--- config.mk ---
export PLATFORM = sky130hd
export DESIGN_NAME = ser_load_driver
export DESIGN_NICKNAME = d
export VERILOG_FILES = /design/src/rtl/ser_load_driver.sv
export SDC_FILE = /design/constraint.sdc
export NUM_CORES = 1
export LEC_CHECK = 0
export BUFFER_PORTS_ARGS = -buffer_cell sky130_fd_sc_hd__buf_2
export CELL_PAD_IN_SITES_DETAIL_PLACEMENT = 2
export CELL_PAD_IN_SITES_GLOBAL_PLACEMENT = 2
export CORE_MARGIN = 2
export CORE_UTILIZATION = 36
export DETAILED_ROUTE_END_ITERATION = 16
export GPL_TIMING_DRIVEN = 1
export PLACE_DENSITY = 0.88
export SLEW_MARGIN = 20
export SYNTH_ARGS = -nofsm -noshare
export SYNTH_HDL_FRONTEND = slang
export SYNTH_SLANG_ARGS = --single-unit
export TNS_END_PERCENT = 30
--- constraint.sdc ---
create_clock -name clk -period 2.4 [get_ports clk]
set_input_delay 0 -clock clk [delete_from_list [all_inputs] [get_ports clk]]
set_output_delay 0 -clock clk [all_outputs]
set_load 0.01 [all_outputs]
--- src/rtl/ser_load_driver.sv ---
// Serializes a parallel word MSB-first into a downstream D flop's d/en_al pins.
// Optional SER_LOAD_PARITY_EN appends an even-parity bit after the LSB.
module ser_load_driver #(
  parameter int WIDTH = 8,
  parameter int GAP   = 0
) (
  input  logic             clk,
  input  logic             reset_al_in,
  input  logic [WIDTH-1:0] data_in,
  input  logic             valid_in,
  output logic             ready_out,
  input  logic             hold_in,
  output logic             d_out,
  output logic             en_al_out,
  output logic             busy_out,
  output logic             done_out
);

`ifdef SER_LOAD_PARITY_EN
  localparam int NB = WIDTH + 1;
`else
  localparam int NB = WIDTH;
`endif
  localparam int BW = $clog2(NB + 1);
  localparam int GW = (GAP > 0) ? $clog2(GAP + 1) : 1;

  typedef enum logic [1:0] {ST_IDLE, ST_SHIFT, ST_GAP} state_t;

  state_t          state_q, state_d;
  logic [NB-2:0]   shreg_q, shreg_d;
  logic [BW-1:0]   bit_q, bit_d;
  logic [GW-1:0]   gap_q, gap_d;
  logic            d_q, d_d;
  logic            en_q, en_d;
  logic            ready_q, ready_d;
  logic            busy_q, busy_d;
  logic            done_q, done_d;
  logic            present;
  logic [NB-2:0]   load_rest;

`ifdef SER_LOAD_PARITY_EN
  assign load_rest = {data_in[WIDTH-2:0], ^data_in};
`else
  assign load_rest = data_in[WIDTH-2:0];
`endif

  always_comb begin
    state_d = state_q;
    shreg_d = shreg_q;
    bit_d   = bit_q;
    gap_d   = gap_q;
    d_d     = d_q;
    en_d    = en_q;
    ready_d = ready_q;
    busy_d  = busy_q;
    done_d  = 1'b0;
    present = 1'b0;

    case (state_q)
      ST_IDLE: begin
        ready_d = 1'b1;
        en_d    = 1'b1;
        busy_d  = 1'b0;
        if (valid_in && ready_q) begin
          d_d     = data_in[WIDTH-1];
          shreg_d = load_rest;
          bit_d   = BW'(1);
          gap_d   = '0;
          en_d    = 1'b0;
          ready_d = 1'b0;
          busy_d  = 1'b1;
          state_d = ST_SHIFT;
        end
      end
      ST_SHIFT: begin
        // en_q low means the current bit is captured downstream at this edge;
        // en_q high means a bit is pending after a hold.
        if (!en_q) begin
          if (bit_q == BW'(NB)) begin
            state_d = ST_IDLE;
            en_d    = 1'b1;
            ready_d = 1'b1;
            busy_d  = 1'b0;
            done_d  = 1'b1;
          end else if (GAP > 0) begin
            state_d = ST_GAP;
            en_d    = 1'b1;
            gap_d   = '0;
          end else if (hold_in) begin
            en_d = 1'b1;
          end else begin
            present = 1'b1;
          end
        end else if (!hold_in) begin
          present = 1'b1;
        end
      end
      ST_GAP: begin
        if (!hold_in) begin
          if (gap_q == GW'(GAP - 1)) present = 1'b1;
          else gap_d = gap_q + GW'(1);
        end
      end
      default: state_d = ST_IDLE;
    endcase

    if (present) begin
      d_d     = shreg_q[NB-2];
      shreg_d = shreg_q << 1;
      bit_d   = bit_q + BW'(1);
      en_d    = 1'b0;
      state_d = ST_SHIFT;
    end
  end

  always_ff @(posedge clk or negedge reset_al_in) begin
    if (!reset_al_in) begin
      state_q <= ST_IDLE;
      shreg_q <= '0;
      bit_q   <= '0;
      gap_q   <= '0;
      d_q     <= 1'b0;
      en_q    <= 1'b1;
      ready_q <= 1'b0;
      busy_q  <= 1'b0;
      done_q  <= 1'b0;
    end else begin
      state_q <= state_d;
      shreg_q <= shreg_d;
      bit_q   <= bit_d;
      gap_q   <= gap_d;
      d_q     <= d_d;
      en_q    <= en_d;
      ready_q <= ready_d;
      busy_q  <= busy_d;
      done_q  <= done_d;
    end
  end

  assign ready_out = ready_q;
  assign d_out     = d_q;
  assign en_al_out = en_q;
  assign busy_out  = busy_q;
  assign done_out  = done_q;

endmodule

Word-level counts from Yosys, hierarchy flattened
Index checks and enable logic that the tools add are counted.
{"block": "totals", "mem_bits_ro": 0, "ram_bits": 0, "word_cells": 73, "input_bits": 12, "latchBits": 0, "register_bits": 19, "n_memories": 0, "output_inout_bits": 5}
{"block": "classes", "mul": 0, "addsub": 2, "bitwise": 0, "shifts": 0, "magnitude_cmp": 0, "n_reduce_logical": 11, "n_mux": 40, "n_eq_ne": 11, "n_div": 0}
{"cell": "$mux 1", "n": 24}
{"cell": "$mux 7", "n": 3}
{"cell": "$mux 4", "n": 3}
{"cell": "$ne 2x2->1 const B", "n": 5}
{"cell": "$pmux 1 s2", "n": 5}
{"cell": "$ne 3x3->1 const B", "n": 3}
{"cell": "$mux 2", "n": 4}
{"cell": "$reduce_bool 2->1", "n": 4}
{"cell": "$pmux 2 s3", "n": 1}
{"cell": "$reduce_and 3->1", "n": 2}
{"cell": "$add 4x1->4 const B", "n": 1}
{"cell": "$eq 4x4->1 const B", "n": 1}
{"cell": "$reduce_and 4->1", "n": 1}
{"cell": "$reduce_bool 3->1", "n": 1}
{"cell": "$eq 2x1->1 const B", "n": 1}
{"cell": "$eq 2x2->1 const B", "n": 1}
{"cell": "$logic_not 2->1", "n": 1}
{"cell": "$reduce_and 2->1", "n": 1}
{"cell": "$add 1x1->1 const B", "n": 1}
{"cell": "$logic_and 1x1->1", "n": 1}

Depth between registers and ports, before layout
{"block": "depth", "depth_word": 6, "mapped_depth": 6, "mapped_depth_nobuf": 5}

Least setup slack after synthesis
No wires, ideal clock.
{"block": "synth_timing", "path_type": "reg-to-reg", "from": "register bit_q[0]", "to": "register d_q, in the netlist d_out", "setup_ns": 0.119, "stages_incl_launch_ff": 7, "arrival_ns": 1.326, "slack_ns": 0.955, "synth_period_minus_slack_ns": 1.445, "required_ns": 2.281, "path_buffers": 1, "cell_sequence": "dfrtp_1 -> inv_1 -> ha_1 -> and4bb_4 -> buf_6 -> o32a_1 -> o21a_1"}
{"block": "synth_via", "elab_chain_cells": 6, "word_cells_on_any_way": 8, "classes_between": "eq/ne: 1; mux: 4; reduce/logical: 3"}
{"element": "start: declaration", "line_no": "31", "text": "logic [BW-1:0] bit_q, bit_d;"}
{"element": "start signal: assignment", "line_no": "130", "text": "bit_q <= bit_d;"}
{"element": "$eq 4x4->1 (*)", "line_no": "79", "text": "if (bit_q == BW'(NB)) begin"}
{"element": "$mux 1 (*)", "line_no": "79"}
{"element": "$mux 1 (*)", "line_no": "78", "text": "if (!en_q) begin"}
{"element": "$pmux 1 s2 (*)", "line_no": "59", "text": "case (state_q)"}
{"element": "$reduce_bool 2->1 (no line)"}
{"element": "$reduce_and 2->1 (no line)"}
{"element": "end signal: assignment", "line_no": "122", "text": "d_q <= 1'b0;"}
{"element": "end signal: assignment", "line_no": "132", "text": "d_q <= d_d;"}
{"element": "end: declaration", "line_no": "33", "text": "logic d_q, d_d;"}
Mark *: on every way between the ends. The rest lies on a longest branch, timed or not.
A chain may end at the register's enable or synchronous reset.

Final worst setup path
{"block": "layout_timing", "from": "register state_q[0]", "to": "register bit_q[0]"}
{"block": "layout_via", "elab_chain_cells": 4, "word_cells_on_any_way": 8, "classes_between": "eq/ne: 2; mux: 2; reduce/logical: 4"}
{"element": "start: declaration", "line_no": "29", "text": "state_t state_q, state_d;"}
{"element": "start signal: assignment", "line_no": "128", "text": "state_q <= state_d;"}
{"element": "$eq 2x2->1 / $eq 2x1->1 (equally long branches)", "line_no": "59"}
{"element": "$pmux 1 s2", "line_no": "59"}
{"element": "$reduce_bool 2->1 (no line)"}
{"element": "$reduce_and 2->1 (no line)"}
Parallel ways exist; a longest one is shown, timed or not.

==> qor.csv <==
stage;metric;value;unit
placed_design;io_buffers;16;
cts;cts_buffers;3;
cts;cts_root_buffer;clkbuf_4;
drt;num_vias;593;
worst_setup_path;timing.rr.start;state_q[0];
drt;wire_per_inst;16.20;um
floorplan;coreArea;0.002002;sq mm
cts;max-clock-path-buffers;2;
pwr;ir_worst_vdd;585.6;uV
finish;fin_area;920.9;sq um
timing;finalSetupTns;0;ns
run_status;status;completed;
timing;finalHoldViolCount;0;
yosys;syn_area_per_cell;12.05;sq um
global_routing;first_global_vias;634;
timing;clock.fmax;604.6;MHz
worst_setup_path;path_class;flop to flop;
yosys;synth.most_common_cell;dfrtp_1;
timing;timing.final.crit_share;68.92;%
timing;worst_slew_pin_slew;0.6157;ns
yosys;synth_common_cells;16 x dfrtp_1, 8 x o21a_1, 7 x nand2_1, 7 x o32a_1, 4 x inv_1;
drt;initialDrtViolationCount;4;
worst_hold_path;min_delay_path_depth;3;
worst_setup_path;rrSetupSlack;0.75;ns
yosys;ys_top_cells_by_area;dfrtp_1 51%, o32a_1 8.9%, o21a_1 7.7%;
worst_setup_path;end_kind;flop;
drt;avgViaCountPerCell;5.342;
yosys;ys_types;23;
worst_setup_path;path_max_fanout;16;
finish;area_growth;17.57;%
run;cap_violations;0;
yosys;ys_seq_area_share;54.47;%
worst_setup_path;crit_arrival;1.90;ns
cts;cts.sinks;17;
cts;cts_setup_buffers;0;
timing;slew_violations;0;
worst_hold_path;hp-class;input port to flop;
finish;antenna_cells;0;
timing;finClkSkew;0.005379;ns
worst_setup_path;reg2reg_to;bit_q[0];
yosys;ys_warn_count;0;
yosys;ys.flop_type;dfrtp_1;
cts;post_cts_resized;0;
cts;clk_latency;0.30;ns
worst_setup_path;critical_path.startpoint_type;flop;
worst_hold_path;min-delay-start;data_in[3];
cts;hold_buffers;2;
drt;ant_nets;0;
placed_design;placed_area;873.3;sq um
yosys;synthCells;65;
finish;drive_gt1_share;29.76;%
pwr;p_leak;0.0004282;uW
global_routing;track_usage;16.62;%
floorplan;io_pins;17;
pwr;p_total;1028;uW
placed_design;gp_congestion;0.6993;
floorplan;dieWidth;50.65;um
finish;nNetsFinal;99;
timing;relSlewSlack;58.83;%
timing;min_period;1.654;ns
yosys;synth-edff-count;0;
floorplan;initial_core_util;39.12;%
cts;h-tree-depth;1;
yosys;syn_nets;79;
yosys;synth_top_area_share;51.12;%
worst_hold_path;holdPathEnd;shreg_q[3];
global_routing;antenna_found_initial;0;
worst_setup_path;rr_worst_depth;3;
placed_design;hpwl;1335;um
worst_setup_path;crit_required;2.65;ns
cts;cts_tree;built;
global_routing;grt_max_degree;18;
drt;drt-total-wl;1798;um
cts;clkSlewWorstSetupHoldPaths;0.10;ns
global_routing;gr-total-overflow;0;
drt;route.detailed.drc;0;
floorplan;die_area;0.002565;sq mm
floorplan;fp.dieH;50.65;um
timing;setup_violations;0;
drt;dr.pass1.iters;4;
yosys;synth_area;783.3;sq um
yosys;yosys.area.top_type;dfrtp_1;
pwr;powerDensity;1116;mW/mm^2
yosys;ys_seq_elements;17;
timing;rsz0062_at_grt;false;
global_routing;grt_pass1_wl;3132;um
floorplan;num_rows;16;
yosys;async_reset_ff_share;100.0;%
## cell type report
type,instances,area (sq um)
Tap cell,27,33.78
Clock buffer,3,22.52
Timing Repair Buffer,18,100.1
Multi-Input combinational cell,41,317.8
Sequential cell,17,426.7
Fill cell,211,1081
Inverter,4,15.01
Clock inverter,1,5.005
## metal layers
layer  up-vias  track usage [%]  routed length [um]  share of wire, %
met5         -                0                   0                 0
met2        12            28.29                 914                51
li1        277                -                   -                 -
met4         0            6.757                  34               1.9
met3         5            1.786                  51               2.8
met1       299            21.48                 798                44
## sequential cells by signal, summed over array words and instances (netlist names)
name and count:
shreg_q 7, bit_q 4, busy_out 1, d_out 1
done_out 1, en_al_out 1, ready_out 1, state_q 1
## worst max path at each step
stage | startpoint | to | slack [ns] | depth (start not counted)
floorplan | bit_q[0] | d_out | 0.95 | 6
global placement | bit_q[0] | bit_q[0] | 0.84 | 5
detailed placement | state_q[0] | bit_q[0] | 0.78 | 3
CTS | state_q[0] | bit_q[0] | 0.73 | 3
global route | state_q[0] | bit_q[0] | 0.60 | 3
finish | state_q[0] | bit_q[0] | 0.75 | 3
## cell families after synthesis
logic type                 share of synthesized area (%)
AOI/OAI and AO/OA                                  20.29
adders and majority gates                          3.194
buffers and inverters                              4.951
DFF                                                54.47
muxes                                              3.994
and+or+nand+nor                                    13.10
## cell usage in the layout (no fill, tap or decap), drive strengths merged
| cell | instances |
|---|---|
| ha | 2 |
| o32a | 7 |
| nand3 | 3 |
| nor2b | 1 |
| mux2i | 2 |
| o21a | 8 |
| nand2b | 1 |
| nand4bb | 1 |
| nand3b | 1 |
| o21ai | 2 |
| dfrtp | 16 |
| nand2 | 7 |
| dfstp | 1 |
| o211ai | 2 |
| mux2 | 1 |
| inv | 4 |
| and4bb | 1 |
| clkinv | 1 |
| buf | 16 |
| nand4 | 1 |
| and2 | 1 |
| dlygate4sd3 | 2 |
| clkbuf | 3 |
## critical path, stage by stage, from the launching register on
cell and delay (ns):
dfrtp_1 0.45, nand3b_1 0.55, o21ai_2 0.38, mux2_2 0.23
## power breakdown
| group | leakage [uW] | switching, uW | internal, uW |
|---|---|---|---|
| clock | 0.0000177 | 92.8 | 62.2 |
| sequential | 0.000197 | 94.8 | 414 |
| combinational | 0.000214 | 179 | 185 |
| total | 0.000428 | 366 | 661 |
## through the flow
stage / hold WS [ns] / worst slack [ns] / std cells / util [%]
2_1_floorplan: -0.2956 / 0.9550 / 65 / -
5_1_grt: 0.04209 / 0.5956 / 111 / 46.00
6_report: 0.03129 / 0.7459 / 111 / 46.00
3_3_place_gp: -0.05792 / 0.8387 / 105 / 43.63
3_5_place_dp: -0.05511 / 0.7769 / 105 / 43.63
4_1_cts: 0.03210 / 0.7296 / 111 / 46.00
(Power assumes the default switching activity.)
